### src/rtl/riscv_mmio_pkg.sv
// Shared definitions for memory-mapped peripherals on the RISC-V data bus:
// register offsets, STATUS bit layout and the UART transmitter state type.
package riscv_mmio_pkg;

  // Byte offsets inside the 16-byte register window
  localparam logic [3:0] TXDATA_OFF = 4'h0;
  localparam logic [3:0] STATUS_OFF = 4'h4;
  localparam logic [3:0] DIV_OFF    = 4'h8;

  localparam int STAT_BUSY    = 0;
  localparam int STAT_FULL    = 1;
  localparam int STAT_EMPTY   = 2;
  localparam int STAT_OVF     = 3;
  localparam int STAT_CNT_LSB = 4;
  localparam int STAT_CNT_W   = 3;

  typedef enum logic [1:0] {
    IDLE  = 2'd0,
    START = 2'd1,
    DATA  = 2'd2,
    STOP  = 2'd3
  } uart_state_t;

  // A programmed divisor of zero is treated as one clock per bit
  function automatic logic [15:0] eff_div(input logic [15:0] d);
    return (d == 16'd0) ? 16'd1 : d;
  endfunction

endpackage

### src/rtl/sync_fifo.sv
// Single-clock first-word-fall-through FIFO; a push into a full FIFO is
// accepted only when a pop happens in the same cycle.
module sync_fifo #(
  parameter int WIDTH = 8,
  parameter int DEPTH = 4
) (
  input  logic                       clock,
  input  logic                       reset,
  input  logic                       push,
  input  logic [WIDTH-1:0]           din,
  input  logic                       pop,
  output logic                       push_ok,
  output logic [WIDTH-1:0]           dout,
  output logic                       full,
  output logic                       empty,
  output logic [$clog2(DEPTH):0]     count
);

  localparam int AW = $clog2(DEPTH);
  localparam int CW = AW + 1;

  logic [WIDTH-1:0] mem_reg [DEPTH];
  logic [AW-1:0]    wr_ptr_reg;
  logic [AW-1:0]    rd_ptr_reg;
  logic [CW-1:0]    count_reg;
  logic             do_push;
  logic             do_pop;

  assign full    = (count_reg == CW'(DEPTH));
  assign empty   = (count_reg == '0);
  assign do_pop  = pop && !empty;
  assign do_push = push && (!full || do_pop);
  assign push_ok = do_push;
  assign dout    = mem_reg[rd_ptr_reg];
  assign count   = count_reg;

  // Storage is plain RAM: no reset, written only on accepted pushes
  always_ff @(posedge clock) begin
    if (do_push) begin
      mem_reg[wr_ptr_reg] <= din;
    end
  end

  // Pointers wrap naturally because DEPTH is a power of two
  always_ff @(posedge clock or negedge reset) begin
    if (!reset) begin
      wr_ptr_reg <= '0;
      rd_ptr_reg <= '0;
      count_reg  <= '0;
    end else begin
      if (do_push) begin
        wr_ptr_reg <= wr_ptr_reg + AW'(1);
      end
      if (do_pop) begin
        rd_ptr_reg <= rd_ptr_reg + AW'(1);
      end
      case ({do_push, do_pop})
        2'b10:   count_reg <= count_reg + CW'(1);
        2'b01:   count_reg <= count_reg - CW'(1);
        default: count_reg <= count_reg;
      endcase
    end
  end

endmodule

### src/rtl/mmio_uart_tx.sv
// Memory-mapped 8N1 UART transmitter sitting on the core's data bus beside
// the data memory; bytes queue in a small FIFO and leave LSB first on tx.
module mmio_uart_tx
  import riscv_mmio_pkg::*;
#(
  parameter logic [31:0] BASE_ADDRESS = 32'h10010100,
  parameter int          FIFO_DEPTH   = 4,
  parameter logic [15:0] DIV_RESET    = 16'd4
) (
  input  logic        clock,
  input  logic        reset,
  input  logic [31:0] address,
  input  logic [31:0] data_i,
  input  logic        MemWrite,
  output logic [31:0] data_o,
  output logic        sel,
  output logic        tx
);

  localparam int CW = $clog2(FIFO_DEPTH) + 1;

  logic [3:0]    reg_off;
  logic          wr_en;
  logic          push_req;
  logic          push_ok;
  logic          fifo_pop;
  logic [7:0]    fifo_dout;
  logic          fifo_full;
  logic          fifo_empty;
  logic [CW-1:0] fifo_count;
  logic [31:0]   status;
  logic          unused_bus_bits;

  logic          overflow_reg;
  logic [15:0]   div_reg;

  uart_state_t   state_reg,   state_next;
  logic [7:0]    shift_reg,   shift_next;
  logic [15:0]   bit_len_reg, bit_len_next;
  logic [15:0]   bit_cnt_reg, bit_cnt_next;
  logic [2:0]    bit_idx_reg, bit_idx_next;
  logic          tx_reg,      tx_next;
  logic          bit_done;

  // Address decode: the window is 16-byte aligned, byte lanes are ignored
  assign sel             = (address[31:4] == BASE_ADDRESS[31:4]);
  assign reg_off         = {address[3:2], 2'b00};
  assign wr_en           = MemWrite && sel;
  assign push_req        = wr_en && (reg_off == TXDATA_OFF);
  assign unused_bus_bits = ^{address[1:0], data_i[31:16]};

  sync_fifo #(
    .WIDTH (8),
    .DEPTH (FIFO_DEPTH)
  ) u_fifo (
    .clock   (clock),
    .reset   (reset),
    .push    (push_req),
    .din     (data_i[7:0]),
    .pop     (fifo_pop),
    .push_ok (push_ok),
    .dout    (fifo_dout),
    .full    (fifo_full),
    .empty   (fifo_empty),
    .count   (fifo_count)
  );

  always_ff @(posedge clock or negedge reset) begin
    if (!reset) begin
      overflow_reg <= 1'b0;
      div_reg      <= DIV_RESET;
    end else begin
      if (wr_en && (reg_off == STATUS_OFF)) begin
        overflow_reg <= 1'b0;
      end else if (push_req && !push_ok) begin
        overflow_reg <= 1'b1;
      end
      if (wr_en && (reg_off == DIV_OFF)) begin
        div_reg <= data_i[15:0];
      end
    end
  end

  always_comb begin
    status                                 = '0;
    status[STAT_BUSY]                      = (state_reg != IDLE);
    status[STAT_FULL]                      = fifo_full;
    status[STAT_EMPTY]                     = fifo_empty;
    status[STAT_OVF]                       = overflow_reg;
    status[STAT_CNT_LSB +: STAT_CNT_W]     = STAT_CNT_W'(fifo_count);
  end

  always_comb begin
    data_o = '0;
    if (sel) begin
      case (reg_off)
        STATUS_OFF: data_o = status;
        DIV_OFF:    data_o = {16'd0, div_reg};
        default:    data_o = '0;
      endcase
    end
  end

  assign bit_done = (bit_cnt_reg == (bit_len_reg - 16'd1));

  always_comb begin
    state_next   = state_reg;
    shift_next   = shift_reg;
    bit_len_next = bit_len_reg;
    bit_cnt_next = bit_cnt_reg;
    bit_idx_next = bit_idx_reg;
    fifo_pop     = 1'b0;
    case (state_reg)
      IDLE: begin
        if (!fifo_empty) begin
          fifo_pop     = 1'b1;
          shift_next   = fifo_dout;
          bit_len_next = eff_div(div_reg);
          bit_cnt_next = 16'd0;
          state_next   = START;
        end
      end
      START: begin
        if (bit_done) begin
          bit_cnt_next = 16'd0;
          bit_idx_next = 3'd0;
          state_next   = DATA;
        end else begin
          bit_cnt_next = bit_cnt_reg + 16'd1;
        end
      end
      DATA: begin
        if (bit_done) begin
          bit_cnt_next = 16'd0;
          shift_next   = {1'b0, shift_reg[7:1]};
          bit_idx_next = bit_idx_reg + 3'd1;
          if (bit_idx_reg == 3'd7) begin
            state_next = STOP;
          end
        end else begin
          bit_cnt_next = bit_cnt_reg + 16'd1;
        end
      end
      STOP: begin
        if (bit_done) begin
          bit_cnt_next = 16'd0;
          state_next   = IDLE;
        end else begin
          bit_cnt_next = bit_cnt_reg + 16'd1;
        end
      end
      default: state_next = IDLE;
    endcase

    // Line level is derived from the upcoming state so tx can be registered
    case (state_next)
      START:   tx_next = 1'b0;
      DATA:    tx_next = shift_next[0];
      default: tx_next = 1'b1;
    endcase
  end

  always_ff @(posedge clock or negedge reset) begin
    if (!reset) begin
      state_reg   <= IDLE;
      shift_reg   <= 8'd0;
      bit_len_reg <= 16'd0;
      bit_cnt_reg <= 16'd0;
      bit_idx_reg <= 3'd0;
      tx_reg      <= 1'b1;
    end else begin
      state_reg   <= state_next;
      shift_reg   <= shift_next;
      bit_len_reg <= bit_len_next;
      bit_cnt_reg <= bit_cnt_next;
      bit_idx_reg <= bit_idx_next;
      tx_reg      <= tx_next;
    end
  end

  assign tx = tx_reg;

endmodule

### config.mk
export PLATFORM = sky130hd
export DESIGN_NAME = mmio_uart_tx
export DESIGN_NICKNAME = d
export VERILOG_FILES = /design/src/rtl/riscv_mmio_pkg.sv /design/src/rtl/sync_fifo.sv /design/src/rtl/mmio_uart_tx.sv
export SDC_FILE = /design/constraint.sdc
export NUM_CORES = 1
export LEC_CHECK = 0
export CORE_UTILIZATION = 50
export CTS_CLUSTER_SIZE = 12
export DETAILED_ROUTE_END_ITERATION = 10
export PLACE_DENSITY = 0.83
export RECOVER_POWER = 50
export SLEW_MARGIN = 15
export SYNTH_ARGS = -nofsm -noshare
export SYNTH_HDL_FRONTEND = slang
export SYNTH_SLANG_ARGS = --single-unit
### constraint.sdc
create_clock -name clock -period 4.6 [get_ports clock]
set_input_delay 1.15 -clock clock [delete_from_list [all_inputs] [get_ports clock]]
set_output_delay 1.15 -clock clock [all_outputs]
set_load 0.02 [all_outputs]
Yosys cells after proc, flatten, opt, wreduce, memory -nomap -nowiden
Memory sizes are Yosys's and may differ from the RTL's.
Index checks and enable logic that the tools add are counted.
{"block": "op_classes", "bitwise_logic": 1, "eq_ne": 16, "addsub": 7, "n_reduce_logical": 24, "muxes": 26}
{"operator": "two-way mux 16 bit", "n": 4}
{"operator": "one-hot mux 16 bit (2 select lines)", "n": 2}
{"operator": "equality test 28 x 25 -> 1 bit (second input constant)", "n": 1}
{"operator": "adder 16 x 1 -> 16 bit (second input constant)", "n": 1}
{"operator": "equality test 16 bit", "n": 1}
{"operator": "logical NOT 16 bit", "n": 1}
{"operator": "two-way mux 8 bit", "n": 2}
{"operator": "one-hot mux 8 bit (2 select lines)", "n": 1}
{"operator": "subtractor 16 x 1 -> 16 bit (second input constant)", "n": 1}
{"operator": "one-hot mux 3 bit (2 select lines)", "n": 2}
{"operator": "equality test 2 bit (second input constant)", "n": 5}
{"operator": "two-way mux 2 bit", "n": 5}
{"operator": "nonzero test 2 bit", "n": 5}
{"operator": "equality test 2 x 1 -> 1 bit (second input constant)", "n": 4}
{"operator": "one-hot mux 2 bit (4 select lines)", "n": 1}
{"operator": "logical AND 1 bit", "n": 7}
{"operator": "adder 3 x 1 -> 3 bit (second input constant)", "n": 2}
{"operator": "equality test 3 bit (second input constant)", "n": 2}
{"operator": "two-way mux 1 bit", "n": 6}
{"operator": "two-way mux 3 bit", "n": 2}
{"operator": "inequality test 2 bit (second input constant)", "n": 3}
{"operator": "AND reduction 3 bit", "n": 2}
{"operator": "adder 2 x 1 -> 2 bit (second input constant)", "n": 2}
{"operator": "logical NOT 4 bit", "n": 1}
{"operator": "other kinds (9)", "n": 11}
{"block": "totals", "ram_bits": 32, "mem_count": 1, "register_bits": 70, "elab_cells": 87, "input_bits": 67}
{"memory": "u_fifo.mem_reg", "words": 4, "word_bits": 8, "rd": 1, "rd_clocked_by_memory_dff": 0, "write_ports": 1, "line_no": "sync_fifo.sv:22", "text": "logic [WIDTH-1:0] mem_reg [DEPTH];"}

Logic depth before layout (Yosys ltp)
{"block": "logic_depth", "depth_word": 10, "ltp_mapped": 13, "mapped_depth_nobuf": 12}

By module
Synthesis repeated with hierarchy kept, for this count alone.
{"block": "hier_totals", "cells_unflattened": 507, "hier_area_um2": 5579.1}
{"mod": "mmio_uart_tx", "cells_per_inst": 426, "area_each_um2": 3981.3, "seq_area_each_um2": 1579.0, "n_inst": 1}
{"mod": "sync_fifo", "cells_per_inst": 81, "area_each_um2": 1597.8, "seq_area_each_um2": 1136.1, "n_inst": 1}

Worst setup path before layout
No wires, ideal clock.
{"block": "synth_timing", "path_type": "input -> output", "start": "input address[10]", "end": "output data_o[10]", "slack_ns": 1.058, "arrival_time_ns": 2.392, "path_stages": 5, "path_cell_list": "nor4b_1 -> nand4_1 -> nor2_1 -> clkbuf_1 -> and3_1"}
{"block": "synth_via", "elab_chain_cells": 2}
{"item": "start: declaration", "line_no": "mmio_uart_tx.sv:12", "text": "input logic [31:0] address,"}
{"item": "equality test 28 x 25 -> 1 bit", "line_no": "mmio_uart_tx.sv:46", "text": "assign sel = (address[31:4] == BASE_ADDRESS[31:4]);"}
{"item": "named net sel", "line_no": "mmio_uart_tx.sv:16", "text": "output logic sel,"}
{"item": "two-way mux 16 bit", "line_no": "mmio_uart_tx.sv:95", "text": "if (sel) begin"}
{"item": "end: declaration", "line_no": "mmio_uart_tx.sv:15", "text": "output logic [31:0] data_o,"}
The timed path passes the listed nets, and every way through them passes these cells.

Worst setup path in the final report
{"block": "layout_timing", "start": "input address[5]", "end": "output data_o[8]"}
{"block": "layout_via", "elab_chain_cells": 2}
{"item": "equality test 28 x 25 -> 1 bit", "line_no": "mmio_uart_tx.sv:46"}
{"item": "two-way mux 16 bit", "line_no": "mmio_uart_tx.sv:95"}
Every way passes these cells.

==> impl_metrics.py <==
metrics = {
    "run_status": {
        "status": "finished, violations left",
        "violations": "max-capacitance violations, max-slew violations",
    },
    "synth": {
        "async_flop_share_pct": 68.63,
        "synthTopCellsByCount": "nand2_1 (70), dfrtp_1 (68), edfxtp_1 (32)",
        "synth_seq_cells": 102,
        "syn_area_per_cell_um2": 10.86,
        "synthCells": 509,
        "ys_seq_area_share_pct": 49.13,
        "synth_ff_type": "dfrtp_1",
        "synth_top_area_share_pct": 30.79,
        "yosys_warnings": 0,
        "synth_top_area_cell": "dfrtp_1",
        "synthesis.area_mm2": 0.005527,
        "synth-edff-count": 32,
        "yosys.cell_count.top_type": "nand2_1",
        "ys_types": 65,
        "yosys-top-cells-area": "dfrtp_1 (31%), edfxtp_1 (17%), nand2_1 (4.8%), mux2_2 (3.5%), mux4_2 (3.3%)",
    },
    "critical_path": {
        "worstRegToRegCells": 11,
        "cp_num_buf_inv": 3,
        "r2r_slack_ns": 1.04,
        "crit_cells": 7,
        "crit_chain": "clkdlybuf4s50_1, nor4_1, nand4_1, nor2_2, buf_4, and3_1, clkdlybuf4s50_1",
        "cp_max_fo": 9,
        "r2r_start": "state_reg[0]",
        "cpMostUsedCell": "clkdlybuf4s50_1",
        "cpPeakStageDelay_ns": 0.61,
        "critPathKind": "in -> out",
        "critPathTopFamily": "buffers and inverters",
        "slowest_stage": "clkdlybuf4s50_1",
        "worstSetupEndpointType": "primary output",
        "arrival_ns": 3.23,
        "worstReg2RegEnd": "u_fifo.count[2]",
        "start_kind": "input port",
        "required_ns": 3.45,
    },
    "cells_and_area": {
        "register_area_mm2": 0.002715,
        "nNetsFinal": 645,
        "largest_reg_flops": 32,
        "fill_cells": 843,
        "drive_above_1_share_pct": 11.05,
        "multi_input_area_mm2": 0.002577,
        "area_delta_synth_final_pct": 15.67,
        "diodes": 0,
    },
    "placed_design": {
        "dp.final_hpwl_mm": 8.392,
        "portBuffers": 66,
        "gp_congestion": 0.8957,
        "post-place-ws_ns": 0.04793,
    },
    "grt": {
        "antenna_found_initial": 0,
        "grtUsageTotal_pct": 21.44,
        "grt_pass1_wl_mm": 19.37,
        "grt_pass1_vias": 4097,
        "grt_max_degree": 39,
        "gr-total-overflow": 0,
    },
    "floorplanning": {
        "core.rowCount": 38,
        "die_y_um": 107.1,
        "die_w_um": 107.1,
        "core_mm2": 0.01079,
        "dieArea_mm2": 0.01148,
        "start_util_pct": 51.21,
        "io_pins": 101,
    },
    "worst_hold_path": {
        "hp-class": "reg -> reg",
        "hold_depth": 1,
        "hold_start": "shift_reg[3]",
        "holdPathEnd": "shift_reg[3]",
    },
    "timing": {
        "slew_headroom_pct": -30.08,
        "fin_crit_sh_pct": 95.28,
        "setup_viol": 0,
        "hold_viol_final": 0,
        "hold_ws_ns": 0.5246,
        "setup_tns_ns": 0,
        "skew_ns": 0.01232,
        "post-route-min-period_ns": 4.383,
        "worst_slack_ns": 0.2172,
        "max_freq_mhz": 228.2,
        "rsz0062_at_grt": "false",
        "finalMaxSlewViolations": 73,
        "worstMarginPinSlew_ns": 1.951,
    },
    "route": {
        "num_vias": 4132,
        "vias_per_cell": 5.820,
        "postRouteAntennaNets": 0,
        "drt_iter0_markers": 277,
        "wl_mm": 11.54,
        "drtPass1Iterations": 4,
        "drc_errors": 0,
        "routedWlPerCell_um": 16.25,
    },
    "clocking": {
        "root_buffer": "clkbuf_8",
        "postCtsHoldBufs": 0,
        "numCtsBuffers": 9,
        "cts_resized": 0,
        "insertion_delay_ns": 0.38,
        "post-cts-setup-buffers": 0,
        "cts_sinks": 102,
        "clk_pin_slew_ns": 0.11,
        "cts_tree": "built",
        "h-tree-depth": 3,
        "cts.path.max_buffers": 2,
    },
    "pwr": {
        "worst_ir_drop_vdd_uv": 208.0,
        "leakagePower_nw": 2.777,
        "power_density_mw_per_mm2": 253.7,
    },
    "run": {
        "cap_violations": 2,
    },
}
worst register-to-register path: stages, from the launching register on:
cell      delay [ns]
dfrtp_1         0.53
nor2_1          0.53
nand2_1         0.11
clkbuf_1        0.40
clkinv_1        0.14
clkbuf_1        0.62
ha_1            0.32
inv_1           0.06
fa_1            0.37
xor2_1          0.15
nor2_1          0.12
xor2_1          0.15
final cells by class:
class	instances	area share (%)
clock buffers	9	1.938
clock inverters	7	1.116
inverters	15	0.8808
multi-input cells	367	40.32
flip-flops and latches	102	42.47
well taps	140	2.740
repair buffers	70	10.53
stage by stage:
stage / std cells / utilization [%] / instance area, um^2 / total power, mW
after floorplan: 524 / - / 5583 / 1.038
after global placement: 694 / 57.45 / 6201 / 1.090
after detailed placement: 694 / 57.45 / 6201 / 1.094
after CTS: 710 / 59.26 / 6396 / 1.634
after global routing: 710 / 59.23 / 6392 / 1.678
final: 710 / 59.23 / 6392 / 1.622
metal layers:
layer / up-vias / share of wire, % / GRT usage (%)
met5: - / 0 / 0
met4: 0 / 1.6 / 7.534
met3: 23 / 5.7 / 3.404
met2: 162 / 49 / 35.35
met1: 2012 / 44 / 28.78
li1: 1935 / - / -
where the power goes:
group / internal [mW] / switching (mW) / total (mW)
Combinational: 0.0554 / 0.0457 / 0.101
Clock: 0.212 / 0.335 / 0.548
Sequential: 0.957 / 0.0155 / 0.973
Total: 1.22 / 0.397 / 1.62
worst max-delay path by stage:
stage,startpoint,to,slack (ns)
finish,address[5],data_o[8],0.22
global route,address[5],data_o[3],0.05
CTS,address[7],data_o[8],0.04
detailed placement,address[7],data_o[8],0.05
global placement,address[7],data_o[8],0.12
floorplan,address[10],data_o[10],1.06
kinds of logic after synthesis:
group	share of synthesized area, %
and+or+nand+nor	20.51
DFF	49.13
buffers and inverters	5.411
other	0.06785
xor gates and xnor gates	3.645
muxes	7.720
AOI/OAI and AO/OA	10.44
adders and majority gates	3.079
layout by cell type (no fill, tap or decap), drive strengths merged, types with 17 or more instances in the layout:
master,Yosys,layout
and3,25,25
clkdlybuf4s50,0,57
dfrtp,68,68
edfxtp,32,32
inv,14,17
mux2,18,18
nand2,70,70
nor2,29,29
No activity file was read; power rests on OpenSTA's default activity.
